### config.mk
export PLATFORM = sky130hd
export DESIGN_NAME = ifetch_queue
export DESIGN_NICKNAME = d
export VERILOG_FILES = /design/src/rtl/cpu_pkg.sv /design/src/rtl/ifetch_fifo.sv /design/src/rtl/ifetch_queue.sv
export SDC_FILE = /design/constraint.sdc
export NUM_CORES = 1
export LEC_CHECK = 0
export ABC_AREA = 1
export BUFFER_PORTS_ARGS = -buffer_cell sky130_fd_sc_hd__buf_2
export CAP_MARGIN = 20
export CORE_MARGIN = 4
export CORE_UTILIZATION = 45
export CTS_BUF_LIST = sky130_fd_sc_hd__clkbuf_4 sky130_fd_sc_hd__clkbuf_8 sky130_fd_sc_hd__clkbuf_16
export CTS_CLUSTER_DIAMETER = 50
export DETAILED_ROUTE_END_ITERATION = 12
export PLACE_DENSITY = 0.64
export SYNTH_ARGS = -nofsm -noshare
export SYNTH_HDL_FRONTEND = slang
export SYNTH_SLANG_ARGS = --single-unit
### constraint.sdc
create_clock -name clk -period 7.76 [get_ports clk]
set_input_delay 0.388 -clock clk [delete_from_list [all_inputs] [get_ports clk]]
set_output_delay 0.388 -clock clk [all_outputs]
set_load 0.005 [all_outputs]
### src/rtl/cpu_pkg.sv
// Shared CPU front-end types and constants.
// Latency: n/a (declarations only).
// Backpressure: n/a.
package cpu_pkg;

  localparam int XLEN = 32;
  localparam int INST_BYTES = 4;
  localparam logic [XLEN-1:0] RESET_PC_DEFAULT = 32'h0000_0000;

  // One buffered fetch result: the instruction word tagged with its address.
  typedef struct packed {
    logic [XLEN-1:0] pc;
    logic [XLEN-1:0] data;
  } entry_t;

endpackage

### src/rtl/ifetch_fifo.sv
// Small synchronous FIFO with flush; head is driven straight from storage.
// Latency: a push is visible at the head on the cycle after the push edge.
// Backpressure: none internally; the caller guarantees no push to a full FIFO unless it pops too.
import cpu_pkg::*;

module ifetch_fifo #(
  parameter int W     = 64,
  parameter int DEPTH = 4,
  localparam int AW   = $clog2(DEPTH),
  localparam int CW   = AW + 1
) (
  input  logic          clk,
  input  logic          rst,
  input  logic          flush,
  input  logic          push,
  input  logic [W-1:0]  push_dat,
  input  logic          pop,
  output logic [W-1:0]  head_dat,
  output logic [CW-1:0] count,
  output logic          empty
);

  logic [W-1:0]  mem [DEPTH];
  logic [AW-1:0] wr_ptr;
  logic [AW-1:0] rd_ptr;
  logic          full;

  assign head_dat = mem[rd_ptr];
  assign empty    = (count == '0);
  assign full     = (count == CW'(DEPTH));

  // Storage and pointers; flush drops every entry, pointers wrap naturally (DEPTH is a power of 2).
  always_ff @(posedge clk or negedge rst) begin
    if (!rst) begin
      wr_ptr <= '0;
      rd_ptr <= '0;
      count  <= '0;
      for (int i = 0; i < DEPTH; i++) begin
        mem[i] <= '0;
      end
    end else if (flush) begin
      wr_ptr <= '0;
      rd_ptr <= '0;
      count  <= '0;
    end else begin
      if (push) begin
        mem[wr_ptr] <= push_dat;
        wr_ptr      <= wr_ptr + 1'b1;
      end
      if (pop) begin
        rd_ptr <= rd_ptr + 1'b1;
      end
      count <= count + CW'(push) - CW'(pop);
    end
  end

  // A push into a full FIFO is only legal when the head leaves in the same cycle.
  assert property (@(posedge clk) disable iff (!rst) (push && full && !flush) |-> pop);

endmodule

### src/rtl/ifetch_queue.sv
// Instruction fetch: issues in-order word requests, tags responses with PC, buffers them for decode.
// Latency: response to inst_valid is 1 cycle; request valid/addr are combinational from registered state.
// Backpressure: requests are credit-limited so buffered + outstanding never exceeds DEPTH; redirect blocks request and pop.
import cpu_pkg::*;

module ifetch_queue #(
  parameter int              XLEN     = cpu_pkg::XLEN,
  parameter int              DEPTH    = 4,
  parameter logic [XLEN-1:0] RESET_PC = XLEN'(cpu_pkg::RESET_PC_DEFAULT)
) (
  input  logic            clk,
  input  logic            rst,
  output logic            imem_req_valid,
  input  logic            imem_req_ready,
  output logic [XLEN-1:0] imem_req_addr,
  input  logic            imem_resp_valid,
  input  logic [XLEN-1:0] imem_resp_data,
  input  logic            redirect_valid,
  input  logic [XLEN-1:0] redirect_pc,
  output logic            inst_valid,
  input  logic            inst_ready,
  output logic [XLEN-1:0] inst_data,
  output logic [XLEN-1:0] inst_pc,
  output logic            busy
);

  localparam int CW = $clog2(DEPTH) + 1;
  localparam logic [XLEN-1:0] PC_STEP = XLEN'(INST_BYTES);

  logic [XLEN-1:0]   fetch_pc;
  logic [XLEN-1:0]   resp_pc;
  logic [XLEN-1:0]   redirect_tgt;
  logic [CW-1:0]     outstanding;
  logic [CW-1:0]     drop_cnt;
  logic [CW-1:0]     fifo_count;
  logic [CW:0]       credit_used;
  logic              fifo_empty;
  logic              req_fire;
  logic              resp_ok;
  logic              push;
  logic              pop;
  logic [2*XLEN-1:0] head;

  // Word alignment: the low address bits of a redirect target are forced to zero.
  assign redirect_tgt   = redirect_pc & ~XLEN'(INST_BYTES - 1);
  assign credit_used    = {1'b0, fifo_count} + {1'b0, outstanding};
  assign imem_req_valid = !redirect_valid && (credit_used < (CW+1)'(DEPTH));
  assign imem_req_addr  = fetch_pc;
  assign req_fire       = imem_req_valid && imem_req_ready;
  // A response with nothing outstanding is a protocol error and is ignored.
  assign resp_ok        = imem_resp_valid && (outstanding != '0);
  assign push           = resp_ok && (drop_cnt == '0) && !redirect_valid;
  assign inst_valid     = !fifo_empty && !redirect_valid;
  assign pop            = inst_valid && inst_ready;
  assign {inst_pc, inst_data} = head;
  assign busy           = (outstanding != '0) || (drop_cnt != '0);

  // Fetch/response PCs and in-flight bookkeeping; a redirect marks every word still in flight as stale.
  always_ff @(posedge clk or negedge rst) begin
    if (!rst) begin
      fetch_pc    <= RESET_PC;
      resp_pc     <= RESET_PC;
      outstanding <= '0;
      drop_cnt    <= '0;
    end else begin
      outstanding <= outstanding + CW'(req_fire) - CW'(resp_ok);
      if (redirect_valid) begin
        fetch_pc <= redirect_tgt;
        resp_pc  <= redirect_tgt;
        drop_cnt <= outstanding - CW'(resp_ok);
      end else begin
        if (req_fire) begin
          fetch_pc <= fetch_pc + PC_STEP;
        end
        if (push) begin
          resp_pc <= resp_pc + PC_STEP;
        end
        if (resp_ok && (drop_cnt != '0)) begin
          drop_cnt <= drop_cnt - CW'(1);
        end
      end
    end
  end

  ifetch_fifo #(
    .W     (2 * XLEN),
    .DEPTH (DEPTH)
  ) u_fifo (
    .clk      (clk),
    .rst      (rst),
    .flush    (redirect_valid),
    .push     (push),
    .push_dat ({resp_pc, imem_resp_data}),
    .pop      (pop),
    .head_dat (head),
    .count    (fifo_count),
    .empty    (fifo_empty)
  );

  assert property (@(posedge clk) disable iff (!rst) imem_resp_valid |-> (outstanding != '0));
  assert property (@(posedge clk) disable iff (!rst) credit_used <= (CW+1)'(DEPTH));

endmodule

==> results.sh <==
export IMPL_yosys_register_bits=321
export IMPL_via_per_inst=5.378
export IMPL_postRouteAntennaNets=0
export IMPL_cp_cell_sequence="clkinv_2 > buf_4 > o21ai_0 > o22ai_1 > buf_2"
export IMPL_power_density_mw_per_mm2=334.8
export IMPL_worstPathRequired_ns=7.37
export IMPL_pin_count=169
export IMPL_fmax_ghz=0.2657
export IMPL_drtPass1Iterations=5
export IMPL_instances_no_fill=2514
export IMPL_tns_ns=0
export IMPL_die_h_um=194.2
export IMPL_critPathCapture="inst_data[9]"
export IMPL_synth_top_area_share_pct=51.48
export IMPL_via_count=13520
export IMPL_final_common_cell="nand2_1"
export IMPL_finalInstanceArea_sq_mm=0.01771
export IMPL_port_buffers=162
export IMPL_grt_pass1_vias=13310
export IMPL_use_met2_pct=35.24
export IMPL_cpPeakStageDelay_ns=0.83
export IMPL_dpl_hpwl_um=26130
export IMPL_finalHoldViolations=0
export IMPL_period_share_pct=48.50
export IMPL_dp_cells=2443
export IMPL_die_w_um=194.2
export IMPL_hold_path_class="in2reg"
export IMPL_overflow=0
export IMPL_cpLargestDelayFamily="buffers and inverters"
export IMPL_start_util_pct=46.07
export IMPL_clock_sinks=321
export IMPL_busiest_layer="met2"
export IMPL_critPathLaunchType="flop"
export IMPL_grt_max_degree=159
export IMPL_syn_area_per_cell_sq_um=8.089
export IMPL_place_congestion=0.9164
export IMPL_r2r_end="u_fifo.rd_ptr[1]"
export IMPL_crit_reg2reg_launch="u_fifo.rd_ptr[0]"
export IMPL_core_sq_mm=0.03387
export IMPL_cp_end_kind="output pin"
export IMPL_synth_area_sq_mm=0.01560
export IMPL_most_common_layout_cells="nand2_1, dfrtp_1, o21ai_1, nor2_1, o21ai_0"
export IMPL_finalMaxSlewViolations=0
export IMPL_p_total_mw=5.929
export IMPL_ys_warn_count=0
export IMPL_fillerInstances=3265
export IMPL_worstMarginPinSlew_ns=0.9291
export IMPL_finClkSkew_ns=0.01672
export IMPL_fin_nets=2125
export IMPL_die_area_sq_mm=0.03772
export IMPL_track_usage_pct=21.92
export IMPL_worst_path_buf_inv=3
export IMPL_placed_area_sq_mm=0.01644
export IMPL_ff2ff_setup_slack_ns=4.94
export IMPL_cp_arrival_ns=3.38
export IMPL_min_delay_start="redirect_pc[27]"
export IMPL_post_route_min_period_ns=3.763
export IMPL_rr_worst_depth=5
export IMPL_cp_slowest_cell="clkinv_2"
export IMPL_clk_latency_ns=0.53
export IMPL_yosysTopAreaCell="dfrtp_1"
export IMPL_rows=67
export IMPL_antenna_found_initial=0
export IMPL_h_tree_depth=2
export IMPL_antenna_cells=0
export IMPL_cts_made_buffers=39
export IMPL_cts_buffer_depth=3
export IMPL_gr_usage_met3_pct=3.510
export IMPL_cts_tree="done"
export IMPL_outcome="finished, final reports clean"
export IMPL_max_slew_margin_pct=38.06
export IMPL_leakagePower_nw=8.669
export IMPL_grt_pass1_wl_um=69300
export IMPL_synth_area_leaders="dfrtp_1, nand2_1, o21ai_1"
export IMPL_cts_resized=0
export IMPL_synth_seq_area_share_pct=51.48
export IMPL_rsz0062_at_grt="false"
export IMPL_path_depth=5
export IMPL_drt_initial_drc_count=939
export IMPL_drive_gt1_share_pct=12.68
export IMPL_cp_startpoint="u_fifo.rd_ptr[0]"
export IMPL_area_growth_pct=13.49
export IMPL_postSynthCellCount=1929
export IMPL_cts_setup_buffers=0
export IMPL_postCtsHoldBufs=1
export IMPL_drv_cap=0
export IMPL_cts_clk_slew_worst_paths_ns=0.06
export IMPL_yosysUniqueCellTypes=37
export IMPL_cp_max_fo=67
export IMPL_drc=0
export IMPL_worstSetupPathType="reg2out"
export IMPL_wl_um=41720
export IMPL_setup_viol=0
export IMPL_ir_drop_mv=0.2308
export IMPL_grt_util_met1_pct=30.87
export IMPL_post_drt_wl_per_cell_um=16.60
export IMPL_cts_root_buf="clkbuf_16"
-- cells in the mapped netlist (all sizes together) --
master,n
a21oi,14
fa,2
nand4,7
ha,16
nand3b,1
nand2,501
conb,1
o221ai,4
and2,2
inv,133
nand3,75
nor2,218
o21bai,3
clkinv,1
clkbuf,52
xnor2,5
o21ai,405
xor2,19
o22ai,62
a31oi,5
dfrtp,321
buf,58
nor3,7
and3,2
o211ai,15
-- worst reg2reg max path, cell delays in order, from the launching register on --
cell	delay, ns
dfrtp_4	0.81
clkinv_2	0.85
buf_4	0.63
nor2_1	0.23
o21ai_0	0.08
a21oi_1	0.14
-- state kept, by name (all words and copies together), names as in the netlist --
name	flops
resp_pc	30
outstanding	3
drop_cnt	3
u_fifo.count	3
u_fifo.wr_ptr	2
imem_req_addr	30
u_fifo.rd_ptr	2
u_fifo.mem	248
-- kinds of logic after synthesis --
kind of cell,count (synthesis),synth area share (%)
other,1,0.02403
AO/OA/AOI/OAI,508,17.22
adder cells (fa/ha/maj),18,1.540
buffers and inverters,244,7.465
flip-flops,321,51.48
AND/OR/NAND/NOR,813,20.93
XOR/XNOR,24,1.347
-- per-layer routing --
metal  part of all wire, %  wire length, um  vias up
met5                     0                0        -
met4                   2.9             1197        0
li1                      -                -     6572
met1                    45            18860     6443
met2                    45            18960      428
met3                   6.5             2705       77
-- final cells by class --
type	count	area, sq um	share of cell area, %
sequential	321	8038	45.39
multi-input combinational	1367	6417	36.24
clock buffer	54	1120	6.324
timing repair buffer	174	925.9	5.229
tap	448	560.5	3.165
inverter	134	504.2	2.847
clock inverter	16	142.6	0.8055
-- worst min-delay path by stage --
stage                                end  slack, ns  depth (start not counted)
after global placement    u_fifo.mem[95]       0.46                          2
final                        resp_pc[27]       0.12                          3
after CTS                    resp_pc[27]       0.09                          3
after global routing         resp_pc[27]       0.12                          3
after detailed placement  u_fifo.mem[10]       0.47                          1
after floorplan              drop_cnt[0]       0.09                          0
-- metrics by stage --
step / utilization, % / hold slack (ns) / worst slack (ns)
5_1_grt: 52.29 / 0.1243 / 3.724
4_1_cts: 52.29 / 0.09498 / 4.001
3_3_place_gp: 48.53 / 0.4634 / 4.572
3_5_place_dp: 48.53 / 0.4680 / 4.562
6_report: 52.29 / 0.1172 / 3.997
2_1_floorplan: - / 0.09241 / 5.280
-- power by group --
group          internal, mW  total [mW]  switching [mW]  leakage [nW]
sequential             2.06        2.35           0.296          4.26
clock                  1.05        1.77           0.714         0.633
combinational         0.716        1.81            1.09          3.78
Note: power is estimated with default switching activity, not from simulation.
